$ cat config.mk
export PLATFORM = sky130hd
export DESIGN_NAME = exp_3x3_ker_read_cont
export DESIGN_NICKNAME = d
export VERILOG_FILES = /design/src/rtl/exp_3x3_pkg.sv /design/src/rtl/exp_3x3_ker_read_cont.sv
export SDC_FILE = /design/constraint.sdc
export NUM_CORES = 1
export LEC_CHECK = 0
export CELL_PAD_IN_SITES_DETAIL_PLACEMENT = 1
export CELL_PAD_IN_SITES_GLOBAL_PLACEMENT = 1
export CORE_AREA = 2 2 97 99
export DETAILED_ROUTE_END_ITERATION = 12
export DIE_AREA = 0 0 99 101
export PLACE_DENSITY = 0.79
export SLEW_MARGIN = 40
export SYNTH_ARGS = -nofsm -noshare
export SYNTH_HDL_FRONTEND = slang
export SYNTH_SLANG_ARGS = --single-unit
$ cat constraint.sdc
create_clock -name clk_i -period 2.75 [get_ports clk_i]
set_input_delay 0.55 -clock clk_i [delete_from_list [all_inputs] [get_ports clk_i]]
set_output_delay 0.55 -clock clk_i [all_outputs]
set_load 0.005 [all_outputs]
$ cat src/rtl/exp_3x3_pkg.sv
// Shared encodings and widths for the 3x3 expand-kernel read controller.
package exp_3x3_pkg;

    localparam int OFFSET_W = 6;
    localparam int SWEEP_W  = 14;
    localparam int BANK_W   = 8;
    localparam int ADDR_W   = 7;

    localparam logic [ADDR_W-1:0] BANK2_BASE = 7'd64;

    typedef enum logic [2:0] {
        IDLE      = 3'd0,
        WAIT_BANK = 3'd1,
        WAIT_REQ  = 3'd2,
        SWEEP     = 3'd3,
        RELEASE   = 3'd4,
        DONE      = 3'd5
    } state_e;

endpackage

$ cat src/rtl/exp_3x3_ker_read_cont.sv
// Double-banked kernel RAM read sequencer: sweeps one bank per request, releases it, ping-pongs to the other.
// Handshake: layer_N_ready_i is a level qualifying a bank; sweep_req_i is sampled only in WAIT_REQ.
module exp_3x3_ker_read_cont
    import exp_3x3_pkg::*;
(
    input  logic        clk_i,
    input  logic        rst_n_i,
    input  logic        start_i,
    input  logic [5:0]  rd_end_addr_i,
    input  logic [13:0] sweep_limit_i,
    input  logic [7:0]  bank_limit_i,
    input  logic        layer_1_ready_i,
    input  logic        layer_2_ready_i,
    output logic        layer_1_done_o,
    output logic        layer_2_done_o,
    input  logic        sweep_req_i,
    output logic [6:0]  exp_3x3_ram_rd_addr_o,
    output logic        exp_3x3_ram_rd_en_o,
    output logic        ker_valid_o,
    output logic        ker_last_o,
    output logic        busy_o,
    output logic        fire_done_o
);

    state_e              state_q, state_d;
    logic [OFFSET_W-1:0] offset_q, offset_d;
    logic [OFFSET_W-1:0] end_q, end_d;
    logic [SWEEP_W-1:0]  sweep_cnt_q, sweep_cnt_d;
    logic [SWEEP_W-1:0]  sweep_lim_q, sweep_lim_d;
    logic [BANK_W-1:0]   bank_cnt_q, bank_cnt_d;
    logic [BANK_W-1:0]   bank_lim_q, bank_lim_d;
    logic                bank_sel_q, bank_sel_d;

    logic                rd_en_d, last_d, last_q;
    logic [ADDR_W-1:0]   addr_d;
    logic                l1_done_d, l2_done_d, busy_d, fire_d;

    always_comb begin
        state_d     = state_q;
        offset_d    = offset_q;
        end_d       = end_q;
        sweep_cnt_d = sweep_cnt_q;
        sweep_lim_d = sweep_lim_q;
        bank_cnt_d  = bank_cnt_q;
        bank_lim_d  = bank_lim_q;
        bank_sel_d  = bank_sel_q;

        if (start_i) begin
            state_d     = WAIT_BANK;
            end_d       = rd_end_addr_i;
            sweep_lim_d = sweep_limit_i;
            bank_lim_d  = bank_limit_i;
            offset_d    = '0;
            sweep_cnt_d = '0;
            bank_cnt_d  = '0;
            bank_sel_d  = 1'b0;
        end else begin
            case (state_q)
                IDLE: ;
                WAIT_BANK: begin
                    if (bank_sel_q ? layer_2_ready_i : layer_1_ready_i)
                        state_d = WAIT_REQ;
                end
                WAIT_REQ: begin
                    if (sweep_req_i) begin
                        state_d  = SWEEP;
                        offset_d = '0;
                    end
                end
                SWEEP: begin
                    if (offset_q == end_q) begin
                        offset_d = '0;
                        if (sweep_cnt_q == sweep_lim_q) begin
                            sweep_cnt_d = '0;
                            state_d     = RELEASE;
                        end else begin
                            sweep_cnt_d = sweep_cnt_q + 14'd1;
                            state_d     = WAIT_REQ;
                        end
                    end else begin
                        offset_d = offset_q + 6'd1;
                    end
                end
                RELEASE: begin
                    bank_sel_d = ~bank_sel_q;
                    if (bank_cnt_q == bank_lim_q) begin
                        state_d = DONE;
                    end else begin
                        bank_cnt_d = bank_cnt_q + 8'd1;
                        state_d    = WAIT_BANK;
                    end
                end
                DONE: ;
                default: state_d = IDLE;
            endcase
        end
    end

    // Outputs are decoded from next-state values so the registered copies line up with state_q.
    always_comb begin
        rd_en_d   = (state_d == SWEEP);
        addr_d    = '0;
        if (rd_en_d)
            addr_d = (bank_sel_d ? BANK2_BASE : 7'd0) + {1'b0, offset_d};
        last_d    = rd_en_d && (offset_d == end_d);
        l1_done_d = (state_d == RELEASE) && !bank_sel_d;
        l2_done_d = (state_d == RELEASE) && bank_sel_d;
        busy_d    = (state_d != IDLE) && (state_d != DONE);
        fire_d    = (state_d == DONE);
    end

    always_ff @(posedge clk_i) begin
        if (!rst_n_i) begin
            state_q               <= IDLE;
            offset_q              <= '0;
            end_q                 <= '0;
            sweep_cnt_q           <= '0;
            sweep_lim_q           <= '0;
            bank_cnt_q            <= '0;
            bank_lim_q            <= '0;
            bank_sel_q            <= 1'b0;
            last_q                <= 1'b0;
            exp_3x3_ram_rd_en_o   <= 1'b0;
            exp_3x3_ram_rd_addr_o <= '0;
            ker_valid_o           <= 1'b0;
            ker_last_o            <= 1'b0;
            layer_1_done_o        <= 1'b0;
            layer_2_done_o        <= 1'b0;
            busy_o                <= 1'b0;
            fire_done_o           <= 1'b0;
        end else begin
            state_q               <= state_d;
            offset_q              <= offset_d;
            end_q                 <= end_d;
            sweep_cnt_q           <= sweep_cnt_d;
            sweep_lim_q           <= sweep_lim_d;
            bank_cnt_q            <= bank_cnt_d;
            bank_lim_q            <= bank_lim_d;
            bank_sel_q            <= bank_sel_d;
            last_q                <= last_d;
            exp_3x3_ram_rd_en_o   <= rd_en_d;
            exp_3x3_ram_rd_addr_o <= addr_d;
            ker_valid_o           <= exp_3x3_ram_rd_en_o;
            ker_last_o            <= last_q;
            layer_1_done_o        <= l1_done_d;
            layer_2_done_o        <= l2_done_d;
            busy_o                <= busy_d;
            fire_done_o           <= fire_d;
        end
    end

endmodule
**Word-level counts from Yosys, hierarchy flattened**

Index checks and enable logic that the tools add are counted.

- Word-level logic and storage cells: 66
- Register bits: 75
- Bits of input ports: 34

- Bitwise operators: 3
- Muxes and demuxes: 17
- Add/subtract/negate cells: 4
- Equality and inequality tests: 13
- Reduce and logical (&&, ||, !) cells: 12

Operators with widths:

| operator | count |
|---|---|
| two-way mux 6 bit | 4 |
| two-way mux 3 bit | 6 |
| one-hot mux 3 bit (5 select lines) | 1 |
| adder 14 x 1 -> 14 bit (second input constant) | 1 |
| == test 14 bit | 1 |
| two-way mux 14 bit | 1 |
| == test 3 bit (second input constant) | 4 |
| == test 6 bit | 2 |
| one-hot mux 6 bit (2 select lines) | 1 |
| == test 3 x 2 -> 1 bit (second input constant) | 3 |
| adder 8 x 1 -> 8 bit (second input constant) | 1 |
| == test 8 bit | 1 |
| adder 7 x 6 -> 7 bit | 1 |
| two-way mux 7 bit | 1 |
| adder 6 x 1 -> 6 bit (second input constant) | 1 |
| AND reduction 2 bit | 3 |
| logical AND 1 bit | 4 |
| OR reduction 2 bit | 2 |
| == test 3 x 1 -> 1 bit (second input constant) | 1 |
| zero test 3 bit | 1 |
| two-way mux 1 bit | 3 |
| != test 3 bit (second input constant) | 1 |
| NOT 1 bit | 3 |
| nonzero test 3 bit | 1 |
| zero test 1 bit | 1 |

**Depth between registers and ports, before layout**

- Word-level depth: 7
- Mapped depth: 10

**Worst setup path before layout**

No wires, ideal clock.

- Path type: input -> register
- From: input port start_i
- To: register last_q
- Path buffers: 3
- Library setup time: 0.088 ns
- Slack: 0.773 ns
- Required time: 2.662 ns
- Data arrival time: 1.890 ns
- Cell stages on the path: 8
- Cells stage by stage: clkbuf_1 -> nand2b_1 -> clkbuf_1 -> nor3_1 -> o21ai_0 -> or2_1 -> buf_4 -> nor4_2

- Word-level cells in the longest chain between the ends: 3
- Elaborated cells between the ends (all ways): 6
- Classes of those cells: eq/ne: 2; mux: 3; reduce/logical: 1

Ends and longest elaborated chain:

| element | RTL line | text |
|---|---|---|
| from (decl) | exp_3x3_ker_read_cont.sv:8 | `input logic start_i,` |
| two-way mux 6 bit / two-way mux 3 bit (equally long branches) | exp_3x3_ker_read_cont.sv:48 | `if (start_i) begin` |
| == test 6 bit / == test 3 x 2 -> 1 bit (equally long branches) | exp_3x3_ker_read_cont.sv:105, exp_3x3_ker_read_cont.sv:101 |  |
| logical AND 1 bit * | exp_3x3_ker_read_cont.sv:105 | `last_d = rd_en_d && (offset_d == end_d);` |
| to (signal assigned) | exp_3x3_ker_read_cont.sv:140 | `last_q <= last_d;` |
| to (decl) | exp_3x3_ker_read_cont.sv:34 | `logic rd_en_d, last_d, last_q;` |

Every way passes the cells marked *; elsewhere a longest branch is shown, timed or not.
A chain may end at the register's enable or synchronous reset.

**Worst setup path after layout**

- From: register offset_q[3]
- To: register sweep_cnt_q[11]

- Word-level cells in the longest chain between the ends: 2

Ends and longest elaborated chain:

| element | RTL line | text |
|---|---|---|
| from (decl) | exp_3x3_ker_read_cont.sv:26 | `logic [OFFSET_W-1:0] offset_q, offset_d;` |
| from (signal assigned) | exp_3x3_ker_read_cont.sv:133 | `offset_q <= offset_d;` |
| == test 6 bit | exp_3x3_ker_read_cont.sv:71 | `if (offset_q == end_q) begin` |
| AND reduction 2 bit (no source line) | - |  |
| to (signal assigned) | exp_3x3_ker_read_cont.sv:135 | `sweep_cnt_q <= sweep_cnt_d;` |
| to (decl) | exp_3x3_ker_read_cont.sv:28 | `logic [SWEEP_W-1:0] sweep_cnt_q, sweep_cnt_d;` |

No other way between the ends.

==> results.ini <==
[critical_path]
cp.required_ns=2.96
crit-reg2reg-launch=offset_q[3]
r2r_end=sweep_cnt_q[11]
path_buf_inv=0
cp_slowest_cell=dfxtp_1
critical_path_arrival_ns=2.47
cp-startpoint=offset_q[3]
cpPeakStageDelay_ns=0.52
critical_path_class=flop to flop
worst_setup_path_start_kind=flop
r2r_setup_slack_ns=0.50
path_delay_family=simple AND/OR/NAND/NOR gates
cp_cell_sequence=xnor2_1 -> nand4_1 -> nor3_2 -> nand4_1 -> nor2_1 -> xnor2_1 -> nor2_1
end_kind=flop
ff2ff_path_depth=7
cp_max_fo=9

[timing]
post-route-period-util_pct=82.0
max_freq_mhz=443
fin_ws_ns=0.495
maxSlewHeadroom_pct=64.6
hold_viol=0
tns_ns=0
clock_skew_ns=0.0107
post-route-min-period_ns=2.25
tightest_slew_ns=0.531
rsz0062_at_grt=false
setup_viol=0
drv_slew=0

[routing]
post_drt_wl_per_cell_um=15.6
via_per_inst=5.08
drtIter0Drc=78
drt-total-wl_mm=8.33
vias=2706
first_pass_iters=4
ant_nets=0
drc=0

[global_route]
track_usage_pct=17.6
gr-total-overflow=0
antenna_found_initial=0
grt_pass1_wl_mm=14.0
grt_max_degree=34
grt_pass1_vias=2927

[finish]
n_fill_cell=1038
fin_cells=533
layout_common_cells=75 x dfxtp_1, 50 x nor2_1, 46 x clkdlybuf4s50_1
fin_util_pct=47.4
drive_gt1_share_pct=7.35
layout_commonest_cell=dfxtp_1
nNetsFinal=454
syn_to_final_growth_pct=22.3
n_antenna_cell=0

[min_path]
holdPathEnd=ker_last_o
holdPathStages=1
min_path_type=flop to flop
worstHoldStart=last_q

[place]
dp_hpwl_mm=6.20
place_congestion=0.812
portBuffers=47
dp_cells=517
place_ws_ns=0.218

[floorplan]
rows=35
ios=48
die_x_um=99
core-area_um2=8980
dieArea_um2=10000
initial_core_util_pct=38.7
die_h_um=101

[pwr]
p_leak_nw=1.62
power.density_nw_per_um2=539
vdd_ir_drop_max_uv=264

[cts]
cts.path.max_buffers=2
postCtsSetupRepairBufs=0
htreeDepth=3
cts.sinks=75
tritoncts=yes
clk_pin_slew_ns=0.08
ctsHoldBuffers=0
clkLatencyLatePin_ns=0.35
cts_made_buffers=9
clockRootBuffer=clkbuf_8
cts.repair.resized=0

[synth]
syn_nets=410
synth_seq_area_share_pct=43.2
synth_warnings=0
synth_cell_types=44
synth_area_leaders=dfxtp_1 43%, mux2i_1 8.6%, xor2_1 7.8%
ys_ff_latch=75
synth_top_area_share_pct=43.2
netlist_area_um2=3480
synth.avg_cell_area_um2=9.33
synth.largest_area_cell=dfxtp_1
netlist_instances=373

[run]
max_cap_viol_count=0

[run_status]
outcome=complete, no violations

==> sequential cells by signal (all words and copies together) (netlist names), 3 cells and up <==
name                   count
bank_lim_q                 8
exp_3x3_ram_rd_addr_o      7
sweep_lim_q               14
end_q                      6
state_q                    3
sweep_cnt_q               14
bank_cnt_q                 8
offset_q                   6
==> per-layer routing <==
layer	share of wire [%]	up-vias	global-route usage (%)
met2	49	55	30.0
met5	0	-	0
met1	45	1293	21.7
met4	1.7	0	6.64
li1	-	1345	-
met3	4.5	13	4.09
==> power breakdown <==
group	internal, W	switching, W	total, W
logic	0.000113	0.0000953	0.000209
clock network	0.000519	0.000425	0.000943
registers	0.00111	0.0000278	0.00114
==> worst reg2reg max path: stages (launching register included) <==
cell and delay, ns:
dfxtp_1 0.52, xnor2_1 0.18, nand4_1 0.19, nor3_2 0.43, nand4_1 0.37, nor2_1 0.22, xnor2_1 0.14, nor2_1 0.06
==> per-stage QoR <==
stage / area (µm²) / total power (W) / hold WS, ns
floorplan: 3480 / 0.00128 / 0.412
global placement: 4040 / 0.00137 / 0.426
global route: 4250 / 0.00239 / 0.489
CTS: 4250 / 0.00232 / 0.467
detailed placement: 4040 / 0.00138 / 0.447
finish: 4250 / 0.00229 / 0.465
==> area by class of cell <==
| class | count | area (µm²) | share of cell area, % |
|---|---|---|---|
| sequential | 75 | 1500 | 35.3 |
| clock buffer | 11 | 131 | 3.09 |
| inverter | 5 | 18.8 | 0.441 |
| clock inverter | 5 | 86.3 | 2.03 |
| multi-input combinational | 275 | 1880 | 44.2 |
| timing repair buffer | 51 | 495 | 11.7 |
| tap | 111 | 139 | 3.27 |
==> cells by family after synthesis <==
family,after synthesis,synth area share (%)
xor+xnor,54,13.6
compound gates,36,7.45
fa+ha+maj,3,1.08
simple gates,151,23.0
flops,75,43.2
mux,31,8.96
buf+inv,23,2.77
==> Yosys cell counts, drive strengths merged <==
cell type and instances:
a21oi 6, buf 7, nor4b 1, a31oi 2, o21ai 9, o22ai 1
nand2b 7, a22oi 2, nor3 7, or2 2, xor2 31, ha 3
and3 4, inv 5, nand2 14, o31ai 1, o211ai 3, nor2b 31
nand3b 1, clkbuf 11, nor4 5, o21a 1, dfxtp 75, nand4 10
o21ba 3, a221oi 2, and2 6, xnor2 23, nor2 51, a211oi 4
mux2 1, mux2i 30, and4 3, o31a 2, nand3 9
==> how the worst max path moves through the flow <==
stage	endpoint	cells after the start
2_1_floorplan	last_q	8
3_3_place_gp	exp_3x3_ram_rd_addr_o[3]	8
3_5_place_dp	exp_3x3_ram_rd_addr_o[3]	8
4_1_cts	exp_3x3_ram_rd_addr_o[3]	7
5_1_grt	exp_3x3_ram_rd_addr_o[3]	7
6_report	sweep_cnt_q[11]	7
No activity file was read; power rests on OpenSTA's default activity.
